===== config.mk =====
export PLATFORM = sky130hd
export DESIGN_NAME = uart_apb_ctrl
export DESIGN_NICKNAME = d
export VERILOG_FILES = /design/src/rtl/uart_apb_ctrl.sv
export SDC_FILE = /design/constraint.sdc
export NUM_CORES = 1
export LEC_CHECK = 0
export BUFFER_PORTS_ARGS = -buffer_cell sky130_fd_sc_hd__buf_4
export CAP_MARGIN = 20
export CORE_ASPECT_RATIO = 0.6
export CORE_MARGIN = 2
export CORE_UTILIZATION = 50
export CTS_BUF_LIST = sky130_fd_sc_hd__clkbuf_8
export DETAILED_ROUTE_END_ITERATION = 6
export GPL_ROUTABILITY_DRIVEN = 0
export GPL_TIMING_DRIVEN = 0
export PLACE_DENSITY = 0.82
export SLEW_MARGIN = 0
export SYNTH_ARGS = -nofsm -noshare
export SYNTH_HDL_FRONTEND = slang
export SYNTH_SLANG_ARGS = --single-unit

===== constraint.sdc =====
create_clock -name PCLK -period 5 [get_ports PCLK]
set_input_delay 0.25 -clock PCLK [delete_from_list [all_inputs] [get_ports PCLK]]
set_output_delay 0.25 -clock PCLK [all_outputs]
set_load 0.05 [all_outputs]

===== src/rtl/uart_apb_ctrl.sv =====
// uart_apb_ctrl: APB register front end for the UART datapath.
// Holds the control and baud registers, buffers received bytes in a small
// RX FIFO, and hands TX bytes to the serializer with a start/busy handshake.
module uart_apb_ctrl #(
    parameter int unsigned FIFO_DEPTH = 4,
    parameter logic [15:0] BAUD_RST   = 16'd27
) (
    input  logic        PCLK,
    input  logic        PRESET,
    input  logic        PSEL,
    input  logic        PENABLE,
    input  logic        PWRITE,
    input  logic [31:0] PADDR,
    input  logic [31:0] PWDATA,
    output logic [31:0] PRDATA,
    output logic        PREADY,
    output logic        PSLVERR,
    input  logic [7:0]  rx_data,
    input  logic        rx_done,
    output logic [7:0]  tx_data,
    output logic        tx_start,
    input  logic        tx_busy,
    output logic        uart_en,
    output logic [15:0] baud_div,
    output logic        irq
);

    localparam int unsigned AW = (FIFO_DEPTH > 1) ? $clog2(FIFO_DEPTH) : 1;
    localparam int unsigned CW = $clog2(FIFO_DEPTH + 1);

    localparam logic [3:0] REG_CTRL   = 4'd0;
    localparam logic [3:0] REG_BAUD   = 4'd1;
    localparam logic [3:0] REG_RXDATA = 4'd2;
    localparam logic [3:0] REG_STATUS = 4'd3;
    localparam logic [3:0] REG_TXDATA = 4'd4;

    typedef enum logic [1:0] {
        TX_IDLE,
        TX_START,
        TX_WAIT_FIRST,
        TX_WAIT
    } tx_state_t;

    // Architectural state
    logic            uart_en_q,   uart_en_d;
    logic            rx_irq_en_q, rx_irq_en_d;
    logic            tx_irq_en_q, tx_irq_en_d;
    logic [15:0]     baud_q,      baud_d;
    logic [AW-1:0]   wptr_q,      wptr_d;
    logic [AW-1:0]   rptr_q,      rptr_d;
    logic [CW-1:0]   count_q,     count_d;
    logic            overrun_q,   overrun_d;
    tx_state_t       tx_state_q,  tx_state_d;
    logic [7:0]      tx_data_q,   tx_data_d;
    logic [7:0]      mem_q [FIFO_DEPTH];

    // Decoded bus activity and FIFO control
    logic        acc, wr_acc, rd_acc;
    logic [3:0]  idx;
    logic        fifo_empty, fifo_full, tx_active;
    logic        flush, pop, push_req, push, drop, tx_launch;
    logic [7:0]  head;
    logic [31:0] status_w;
    logic [31:0] rdata;
    logic        err;

    // Bus decode, FIFO handshakes and status word
    always_comb begin
        acc        = PSEL & PENABLE;
        wr_acc     = acc & PWRITE;
        rd_acc     = acc & ~PWRITE;
        idx        = PADDR[3:0];
        fifo_empty = (count_q == '0);
        fifo_full  = (count_q == CW'(FIFO_DEPTH));
        tx_active  = (tx_state_q != TX_IDLE);
        head       = mem_q[rptr_q];
        flush      = wr_acc && (idx == REG_CTRL) && PWDATA[3];
        pop        = rd_acc && (idx == REG_RXDATA) && !fifo_empty;
        // Flush wins over a coincident receive; a full FIFO still accepts a
        // byte when the same edge pops one.
        push_req   = rx_done && uart_en_q && !flush;
        push       = push_req && (!fifo_full || pop);
        drop       = push_req && fifo_full && !pop;
        tx_launch  = wr_acc && (idx == REG_TXDATA) && !tx_active && uart_en_q;
        status_w   = {24'b0, 4'(count_q), tx_active, overrun_q, fifo_full, !fifo_empty};
    end

    // Register-file writes and FIFO pointer/count next state
    always_comb begin
        uart_en_d   = uart_en_q;
        rx_irq_en_d = rx_irq_en_q;
        tx_irq_en_d = tx_irq_en_q;
        baud_d      = baud_q;
        wptr_d      = wptr_q;
        rptr_d      = rptr_q;
        count_d     = count_q;
        overrun_d   = overrun_q;

        if (wr_acc && (idx == REG_CTRL)) begin
            uart_en_d   = PWDATA[0];
            rx_irq_en_d = PWDATA[1];
            tx_irq_en_d = PWDATA[2];
        end
        if (wr_acc && (idx == REG_BAUD)) begin
            baud_d = PWDATA[15:0];
        end

        if (flush) begin
            wptr_d    = '0;
            rptr_d    = '0;
            count_d   = '0;
            overrun_d = 1'b0;
        end else begin
            if (push) wptr_d = wptr_q + AW'(1);
            if (pop)  rptr_d = rptr_q + AW'(1);
            if (push && !pop)      count_d = count_q + CW'(1);
            else if (pop && !push) count_d = count_q - CW'(1);
            if (wr_acc && (idx == REG_STATUS) && PWDATA[2]) overrun_d = 1'b0;
            if (drop) overrun_d = 1'b1;
        end
    end

    // TX launch sequencer: START pulses once, first WAIT cycle ignores tx_busy
    always_comb begin
        tx_state_d = tx_state_q;
        tx_data_d  = tx_data_q;
        case (tx_state_q)
            TX_IDLE: begin
                if (tx_launch) begin
                    tx_state_d = TX_START;
                    tx_data_d  = PWDATA[7:0];
                end
            end
            TX_START:      tx_state_d = TX_WAIT_FIRST;
            TX_WAIT_FIRST: tx_state_d = TX_WAIT;
            TX_WAIT: begin
                if (!tx_busy) tx_state_d = TX_IDLE;
            end
            default:       tx_state_d = TX_IDLE;
        endcase
    end

    // Read mux and error decode for the current access
    always_comb begin
        rdata = '0;
        err   = 1'b0;
        case (idx)
            REG_CTRL:   rdata = {29'b0, tx_irq_en_q, rx_irq_en_q, uart_en_q};
            REG_BAUD:   rdata = {16'b0, baud_q};
            REG_RXDATA: begin
                if (PWRITE || fifo_empty) err = 1'b1;
                else                      rdata = {24'b0, head};
            end
            REG_STATUS: rdata = status_w;
            REG_TXDATA: begin
                if (!PWRITE)                       err = 1'b1;
                else if (tx_active || !uart_en_q)  err = 1'b1;
            end
            default:    err = 1'b1;
        endcase
        PRDATA   = rd_acc ? rdata : '0;
        PSLVERR  = acc ? err : 1'b0;
        PREADY   = acc;
        tx_data  = tx_data_q;
        tx_start = (tx_state_q == TX_START);
        uart_en  = uart_en_q;
        baud_div = baud_q;
        irq      = uart_en_q & ((rx_irq_en_q & !fifo_empty) |
                                (tx_irq_en_q & !tx_active) | overrun_q);
    end

    // State registers with synchronous reset
    always_ff @(posedge PCLK) begin
        if (PRESET) begin
            uart_en_q   <= 1'b0;
            rx_irq_en_q <= 1'b0;
            tx_irq_en_q <= 1'b0;
            baud_q      <= BAUD_RST;
            wptr_q      <= '0;
            rptr_q      <= '0;
            count_q     <= '0;
            overrun_q   <= 1'b0;
            tx_state_q  <= TX_IDLE;
            tx_data_q   <= '0;
        end else begin
            uart_en_q   <= uart_en_d;
            rx_irq_en_q <= rx_irq_en_d;
            tx_irq_en_q <= tx_irq_en_d;
            baud_q      <= baud_d;
            wptr_q      <= wptr_d;
            rptr_q      <= rptr_d;
            count_q     <= count_d;
            overrun_q   <= overrun_d;
            tx_state_q  <= tx_state_d;
            tx_data_q   <= tx_data_d;
        end
    end

    // FIFO storage; contents are qualified by the pointers, so no reset needed
    always_ff @(posedge PCLK) begin
        if (!PRESET && push) begin
            mem_q[wptr_q] <= rx_data;
        end
    end

endmodule


## Word level (Yosys, flattened, before mapping)

Memory sizes are Yosys's and may differ from the RTL's. A register that Yosys moved wholly into a read port is not among the register bits.
Cells that the tools add are included.

- Output and inout bits: 61
- Word-level logic and storage cells: 92
- Flip-flop bits (word level): 37
- Memory bits (writable): 32
- Memories kept: 1

- Bitwise operators: 9
- Reductions and logical operators: 39
- Equal/unequal tests: 10
- Multiplexer cells: 19
- Add/subtract/negate cells: 4

Memories:

| memory | words | width | rd ports | clocked after Yosys merged registers in | wr ports | line | text |
|---|---|---|---|---|---|---|---|
| mem_q | 4 | 8 | 1 | 1 | 1 | 55 | `logic [7:0] mem_q [FIFO_DEPTH];` |

Operators by type and width:

| operator | count |
|---|---|
| $pmux W16 S4 | 1 |
| $mux W32 | 1 |
| $logic_and A1 B1 Y1 | 18 |
| $eq A4 B2 Y1 const B | 2 |
| $logic_not A1 Y1 | 8 |
| $mux W1 | 8 |
| $mux W2 | 4 |
| $mux W8 | 1 |
| $pmux W2 S4 | 1 |
| $and A1 B1 Y1 | 6 |
| $mux W3 | 2 |
| $reduce_bool A2 Y1 | 3 |
| $add A2 B1 Y2 const B | 2 |
| $eq A2 B2 Y1 const B | 2 |
| $eq A4 B1 Y1 const B | 1 |
| $eq A4 B3 Y1 const B | 1 |
| $logic_not A4 Y1 | 1 |
| $ne A2 B2 Y1 const B | 2 |
| $reduce_and A2 Y1 | 2 |
| $add A3 B1 Y3 const B | 1 |
| $eq A3 B3 Y1 const B | 1 |
| $logic_not A3 Y1 | 1 |
| $logic_or A1 B1 Y1 | 3 |
| $pmux W1 S3 | 1 |
| other kinds (7) | 8 |

## Logic depth before layout (Yosys ltp)

Gate-level depths: netlist (run 1).

- Word-level depth: 11
- Mapped depth: 11

## Worst setup path after synthesis (run 1)

No wires, ideal clock.

- Path kind: input to register
- Start point: in PADDR[3]
- End point: reg count_q[2]
- Library setup time: 70 ps
- Path slack: 2379 ps
- Stages on the path: 11
- Buffers on the path: 1
- Arrival: 2551 ps
- Cell sequence: buf_2 or4b_4 nor3_4 o311ai_4 inv_4 ha_1 inv_1 fa_1 xor2_1 or3_1 a21oi_1

- Longest elaborated chain between the ends: 9
- Elaborated cells on any way between the ends: 17
- Classes of those cells: 1 x eq/ne; 1 x mux; 15 x reduce/logical

Ends and longest elaborated chain:

| element | line | text |
|---|---|---|
| from (decl) | 13 | `input logic [31:0] PADDR,` |
| $logic_not A4 Y1 | 77 | `flush = wr_acc && (idx == REG_CTRL) && PWDATA[3];` |
| $logic_and A1 B1 Y1 (2 in series) | 77 |  |
| $logic_not A1 Y1 | 81 | `push_req = rx_done && uart_en_q && !flush;` |
| $logic_and A1 B1 Y1 | 81 |  |
| $logic_and A1 B1 Y1 | 82 | `push = push_req && (!fifo_full \|\| pop);` |
| $logic_not A1 Y1 | 117 | `else if (pop && !push) count_d = count_q - CW'(1);` |
| $logic_and A1 B1 Y1 | 117 |  |
| $reduce_bool A2 Y1 (no line) | -- |  |
| to (signal assigned) | 192 | `count_q <= count_d;` |
| to (decl) | 51 | `logic [CW-1:0] count_q, count_d;` |

Parallel ways exist; a longest one is shown, timed or not.
A chain may end at the register's enable or synchronous reset.

## Final worst setup path (run 1)

- Start point: reg count_q[2]
- End point: reg count_q[2]

- Longest elaborated chain between the ends: 8
- Elaborated cells on any way between the ends: 16
- Classes of those cells: 2 x add/sub; 1 x eq/ne; 2 x mux; 11 x reduce/logical

Ends and longest elaborated chain:

| element |
|---|
| branches (longest 8 deep; another with $sub A3 B1 Y3) |

Parallel ways; which one is timed is not known. The select of a mux whose other input is x is not followed.

==> results of run 1 <==
## cell usage after synthesis, types with 3 or more instances
| master | count |
|---|---|
| mux4_2 | 8 |
| nor3b_1 | 5 |
| mux2i_1 | 12 |
| buf_2 | 3 |
| buf_1 | 3 |
| a22oi_1 | 5 |
| buf_4 | 18 |
| clkbuf_1 | 7 |
| mux2_2 | 3 |
| o21ai_0 | 4 |
| edfxtp_1 | 32 |
| dfxtp_1 | 39 |
| ha_1 | 10 |
| nor2_1 | 24 |
| and3_1 | 11 |
| inv_1 | 8 |
| nand3b_1 | 4 |
| nand2_1 | 45 |
| xor2_1 | 3 |
| nand3_1 | 5 |
| nor4b_1 | 3 |
| nor2b_1 | 3 |
| a21oi_1 | 25 |
## cells by family after synthesis
kind of cell / share of synthesized area, %
compound gates: 8.54
xor+xnor: 1.02
fa+ha+maj: 4.24
buf+inv: 7.34
flops: 50.8
mux: 9.75
other cells: 0.109
simple gates: 18.2
## through the flow
step	util (%)	worst slack [ps]	power, mW
final	65.6	2310	1.20
after global routing	65.6	2140	1.24
after CTS	65.6	2340	1.21
after detailed placement	62.8	2210	0.790
after global placement	62.4	2060	0.786
after floorplan	-	2380	0.742
## cell usage in the layout (no fill, tap or decap), types with 3 or more instances in the layout
cell,netlist,layout
a21oi_1,25,25
a22oi_1,5,5
and3_1,11,11
buf_1,3,3
buf_2,3,5
buf_4,18,94
clkbuf_1,7,7
clkbuf_8,0,9
conb_1,1,16
dfxtp_1,39,39
edfxtp_1,32,32
ha_1,10,10
inv_1,8,8
inv_6,0,3
mux2_2,3,3
mux2i_1,12,12
mux4_2,8,8
nand2_1,45,45
nand3_1,5,5
nand3b_1,4,4
nor2_1,24,24
nor2b_1,3,3
nor3b_1,5,5
nor4b_1,3,3
o21ai_0,4,4
xor2_1,3,3
## layer usage
layer  GRT usage, %  up-vias  share of wire [%]  wire length (um)
met4           6.09        0               0.59                50
met5              0        -                  0                 0
li1               -     1296                  -                 -
met1           29.6     1310                 44              3710
met3           8.41        8                8.9               750
met2           36.7      132                 47              3950
## state kept, by name, indices dropped and copies added, names as in the netlist, named ones only
| name | flops |
|---|---|
| tx_irq_en_q | 1 |
| wptr_q | 2 |
| baud_div | 16 |
| mem_q | 32 |
| tx_data | 8 |
| count_q | 3 |
| rptr_q | 2 |
| tx_state_q | 2 |
| overrun_q | 1 |
| rx_irq_en_q | 1 |
| uart_en | 1 |
## area by class of cell
cell class                      instances  area share [%]
Clock inverter                          7            1.41
Tap cell                               87            2.50
Inverter                                9           0.833
Sequential cell                        71            40.0
Multi-Input combinational cell        215            34.2
Buffer                                 34            4.94
Clock buffer                            9            2.84
Timing Repair Buffer                   78            13.3
## final timing paths
| path | end | slack, ps | cells past startpoint |
|---|---|---|---|
| setup / recovery | count_q[2] | 2310 | 10 |
| hold / removal | mem_q[0][1] | 90 | 1 |
| setup reg to reg | count_q[2] | 2310 | 10 |
| hold reg to reg | baud_div[11] | 470 | 2 |
## power by group
part           switching, mW  internal [mW]
Sequential           0.00447          0.610
Combinational          0.108         0.0567
Clock                  0.234          0.189
Total                  0.346          0.856
## worst max-delay path: stages (launching register included)
cell and delay, ps:
dfxtp_1 430, nor3b_1 470, nor2_1 140, o311ai_4 450
inv_4 80, ha_1 230, inv_1 80, fa_1 190
xor2_1 100, or3_1 320, a21oi_1 140
==> run summary, run 1 <==
Outcome - completed
Fin cells - 510
Iteration-0 DRC Markers - 160
Initial antenna violation count - 0
Clock root cell - clkbuf_8
Final worst path period share - 53.7%
Post-CTS Hold Buffers - 0
Resized cells post-CTS - 0
Area growth syn-to-layout - 27.2%
Ports - 140
ANT nets after route - 0
Seq/Total Area, Yosys - 50.8%
CTS buffer count - 9
Hold WS - 89.1 ps
Synth cell types - 50
Multi-input gate area - 0.00149 mm2
Mapped Avg Cell Area - 10.9 um2
Number of global-route vias before repair - 2490
Slew headroom - 49.9%
Max VDD drop - 0.199 mV
Rows - 23
Total setup buffers inserted after CTS - 0
Worst Max-Slew Pin Slew - 750 ps
TNS Setup - 0 ps
LEAKAGE - 1.77 nW
Dominant cells by area after synthesis - edfxtp_1 28%, dfxtp_1 23%, mux4_2 5.3%
H-tree Lvls - 3
Core Box Area - 0.00665 mm2
Critical path type - reg -> reg
Fin crit period - 2690 ps
Layout Nets - 508
Mapped Area - 0.00343 mm2
Worst path arrival time - 2980 ps
CP required - 5290 ps
Initial Utilization - 51.6%
Area share of the largest cell type after synthesis - 28.0%
DP Cell Count - 494
Startpoint types - flop
Vias after detailed routing - 2746
Worst min-delay path class - in -> reg
FMAX - 372 MHz
Syn Inst Count - 314
CTS Sinks - 71
Post-layout instance area - 0.00436 mm2
Max Buffers Root-to-Sink - 2
DIE AREA - 0.00755 mm2
Detailed placement HPWL - 6.43 mm
Synth area leader - edfxtp_1
Top FF cell, synth - dfxtp_1
Clk_skew - 9.17 ps
Final wirelength - 8.46 mm
DIE WIDTH - 111 um
First-pass GRT wire length - 12.9 mm
Placed Area - 0.00417 mm2
# diodes - 0
RSZ-0062 raised after global routing - no
Ratio of cells with drive above 1 in the final layout - 32.9%
Vias per inst - 5.38
Reg area - 0.00174 mm2
Fill cell count - 508
Reg2reg start - count_q[2]
CP endpoint kind - flop
Hold Crit Start - rx_data[1]
GR Util All Layers - 22.8%
Number of synthesized flops with an enable pin - 32
Port buffer count - 74
Drt first pass iters - 5
Worst-path fanout max - 6
GRT overflow - 0
Largest net degree at the start of global routing - 16
Max-slew violation count - 0
Number of max-cap violations - 0
Synthesis Warnings - 0
Critical path startpoint - count_q[2]
Die Y - 68.1 um
Final setup vio count - 0
Power Density - 276 mW/mm2
Drt drc - 0
Per-cell routed wire length - 16.6 um
Clock tree from TritonCTS - done
Final hold vios - 0
Clock slew seen by the registers of the worst setup and hold paths - 80 ps
Async S/R FF share, synth - 0%
#FFs+latches synth - 71
Worst-Skew Late Latency - 360 ps
No activity file was read; power rests on OpenSTA's default activity.
==> run 2, diff against run 1 <==
--- a/config.mk
+++ b/config.mk
@@ -5,6 +5,7 @@
 export SDC_FILE = /design/constraint.sdc
 export NUM_CORES = 1
 export LEC_CHECK = 0
+export ABC_AREA = 1
 export BUFFER_PORTS_ARGS = -buffer_cell sky130_fd_sc_hd__buf_4
 export CAP_MARGIN = 20
 export CORE_ASPECT_RATIO = 0.6
==> constraint.sdc (replaced) <==
create_clock -name PCLK -period 2.6 [get_ports PCLK]
set_input_delay 0.13 -clock PCLK [delete_from_list [all_inputs] [get_ports PCLK]]
set_output_delay 0.13 -clock PCLK [all_outputs]
set_load 0.05 [all_outputs]
==> run 2 against run 1 <==
Effect of this change:
- flip-flop and latch count unchanged
- worst hold slack worse by 80 ps
- highest routed layer unchanged
- largest power group unchanged
- critical endpoint is now PRDATA[7]
- combinational power up 110%
- area after synthesis grew 0.55%
==> run summary, run 2 <==
Drt first pass iters - 5
Vias after detailed routing - 3111
Worst-Skew Late Latency - 340 ps
Clock slew seen by the registers of the worst setup and hold paths - 70 ps
Hold Crit Start - PWDATA[9]
Worst Max-Slew Pin Slew - 814 ps
Number of global-route vias before repair - 2721
Core Box Area - 0.00668 mm2
Hold WS - 9.59 ps
NetSw - 619 uW
Final hold vios - 0
Detailed placement HPWL - 6.42 mm
Startpoint types - flop
Number of synthesized flops with an enable pin - 32
Mapped Avg Cell Area - 8.40 um2
Rows - 23
CP endpoint kind - output pin
#FFs+latches synth - 71
Dominant cells by area after synthesis - edfxtp_1 28%, dfxtp_1 23%, nor2_1 10%
Synthesis Warnings - 0
Worst-path fanout max - 10
Post-Place Setup Slack - 429 ps
LEAKAGE - 1.94 nW
Clk_skew - 8.85 ps
Number of max-cap violations - 0
Syn Inst Count - 410
Final setup vio count - 0
Slew headroom - 45.5%
GR Util All Layers - 22.8%
Max-slew violation count - 0
Top FF cell, synth - dfxtp_1
Clock tree from TritonCTS - done
Per-cell routed wire length - 13.9 um
Fill cell count - 546
# diodes - 0
Worst path arrival time - 2040 ps
Synth cell types - 32
Count leader, synth - nor2_1
Clock share of power - 33.7%
Outcome - completed
Most frequent cells after synthesis - 92 x nor2_1, 53 x nand2_1, 52 x o21ai_0
Worst min-delay path class - in -> reg
Post-CTS Hold Buffers - 10
Initial Utilization - 51.6%
Clock root cell - clkbuf_8
Port buffer count - 79
Largest net degree at the start of global routing - 12
Sw Share - 26.8%
H-tree Lvls - 3
Layout Nets - 616
Iteration-0 DRC Markers - 186
Internal power - 1.69 mW
Mapped Area - 0.00345 mm2
DIE AREA - 0.00759 mm2
Max Buffers Root-to-Sink - 2
FMAX - 461 MHz
CTS Sinks - 71
Die Y - 68.3 um
Seq/Total Area, Yosys - 50.5%
Vias per inst - 5.03
Total setup buffers inserted after CTS - 0
Area growth syn-to-layout - 30.4%
DIE WIDTH - 111 um
Drt drc - 0
Initial antenna violation count - 0
RSZ-0062 raised after global routing - no
Area share of the largest cell type after synthesis - 27.9%
Biggest register - mem_q
Ratio of cells with drive above 1 in the final layout - 25.2%
CTS buffer count - 9
Async S/R FF share, synth - 0%
First-pass GRT wire length - 13.4 mm
Final worst path period share - 83.4%
Final wirelength - 8.62 mm
GRT overflow - 0
Commonest non-fill, non-tap cell in the layout - buf_4
TNS Setup - 0 ps
Power Density - 514 mW/mm2
DP Cell Count - 591
Fin crit period - 2170 ps
Setup slack after layout - 432 ps
Synth area leader - edfxtp_1
Resized cells post-CTS - 0
Comb power frac - 14.7%
CP required - 2470 ps
Reg2reg start - count_q[0]
Final Core Density - 67.3%
Max reg flops - 32
Commonest cells after routing, fill and taps aside - 97 x buf_4, 92 x nor2_1, 53 x nand2_1, 52 x o21ai_0, 40 x inv_1
Max VDD drop - 0.280 mV
Seq pwr share - 51.6%
Critical path type - reg -> out
Ports - 140
Fin cells - 618
ANT nets after route - 0
-- run 2: cells by family after synthesis --
logic type / count (synthesis) / synth area share (%)
compound gates: 86 / 13.1
xor+xnor: 2 / 0.508
fa+ha+maj: 11 / 4.21
buf+inv: 68 / 9.69
flops: 71 / 50.5
other cells: 1 / 0.109
simple gates: 171 / 21.9
-- run 2: path summary, 6_finish.rpt --
path         cells after the start     endpoint  slack [ps]
min reg2reg                      2  baud_div[2]         490
min                              3  baud_div[9]          10
max                              6    PRDATA[7]         430
max reg2reg                     12   count_q[2]         480
-- run 2: critical path, stage by stage (launching register included) --
cell and delay, ps:
dfxtp_1 470, clkbuf_1 400, o21ai_0 170, o22ai_1 210, nand2_1 70, a21oi_1 140, buf_4 220
-- run 2: layer usage --
layer  routed length, um  vias up  share of wire, %  global-route usage (%)
met3                 704        8               8.2                    5.93
met5                   0        -                 0                       0
li1                    -     1540                 -                       -
met4                  78        0              0.90                    8.18
met2                3830      159                44                    36.0
met1                4000     1404                46                    31.0
-- run 2: stage by stage --
step                      total power [mW]  cell area, um2
after floorplan                       1.44            3500
after detailed placement              1.54            4200
after global placement                1.53            4200
after CTS                             2.32            4480
after global routing                  2.40            4490
final                                 2.31            4490
-- run 2: power groups by stage --
stage                     sequential (mW)  combinational [mW]  clock (mW)
after CTS                            1.19               0.336       0.794
final                                1.19               0.340       0.779
after detailed placement             1.22               0.323           0
after global placement               1.22               0.310           0
after floorplan                      1.22               0.218           0
after global routing                 1.19               0.370       0.833
-- run 2: cell type report --
type	instances	area (um2)	area share (%)
Sequential cell	71	1740	38.8
Multi-Input combinational cell	286	1430	31.8
Timing Repair Buffer	90	703	15.7
Buffer	26	176	3.93
Inverter	42	158	3.51
Clock buffer	11	151	3.37
Tap cell	87	109	2.42
Clock inverter	5	26.3	0.585
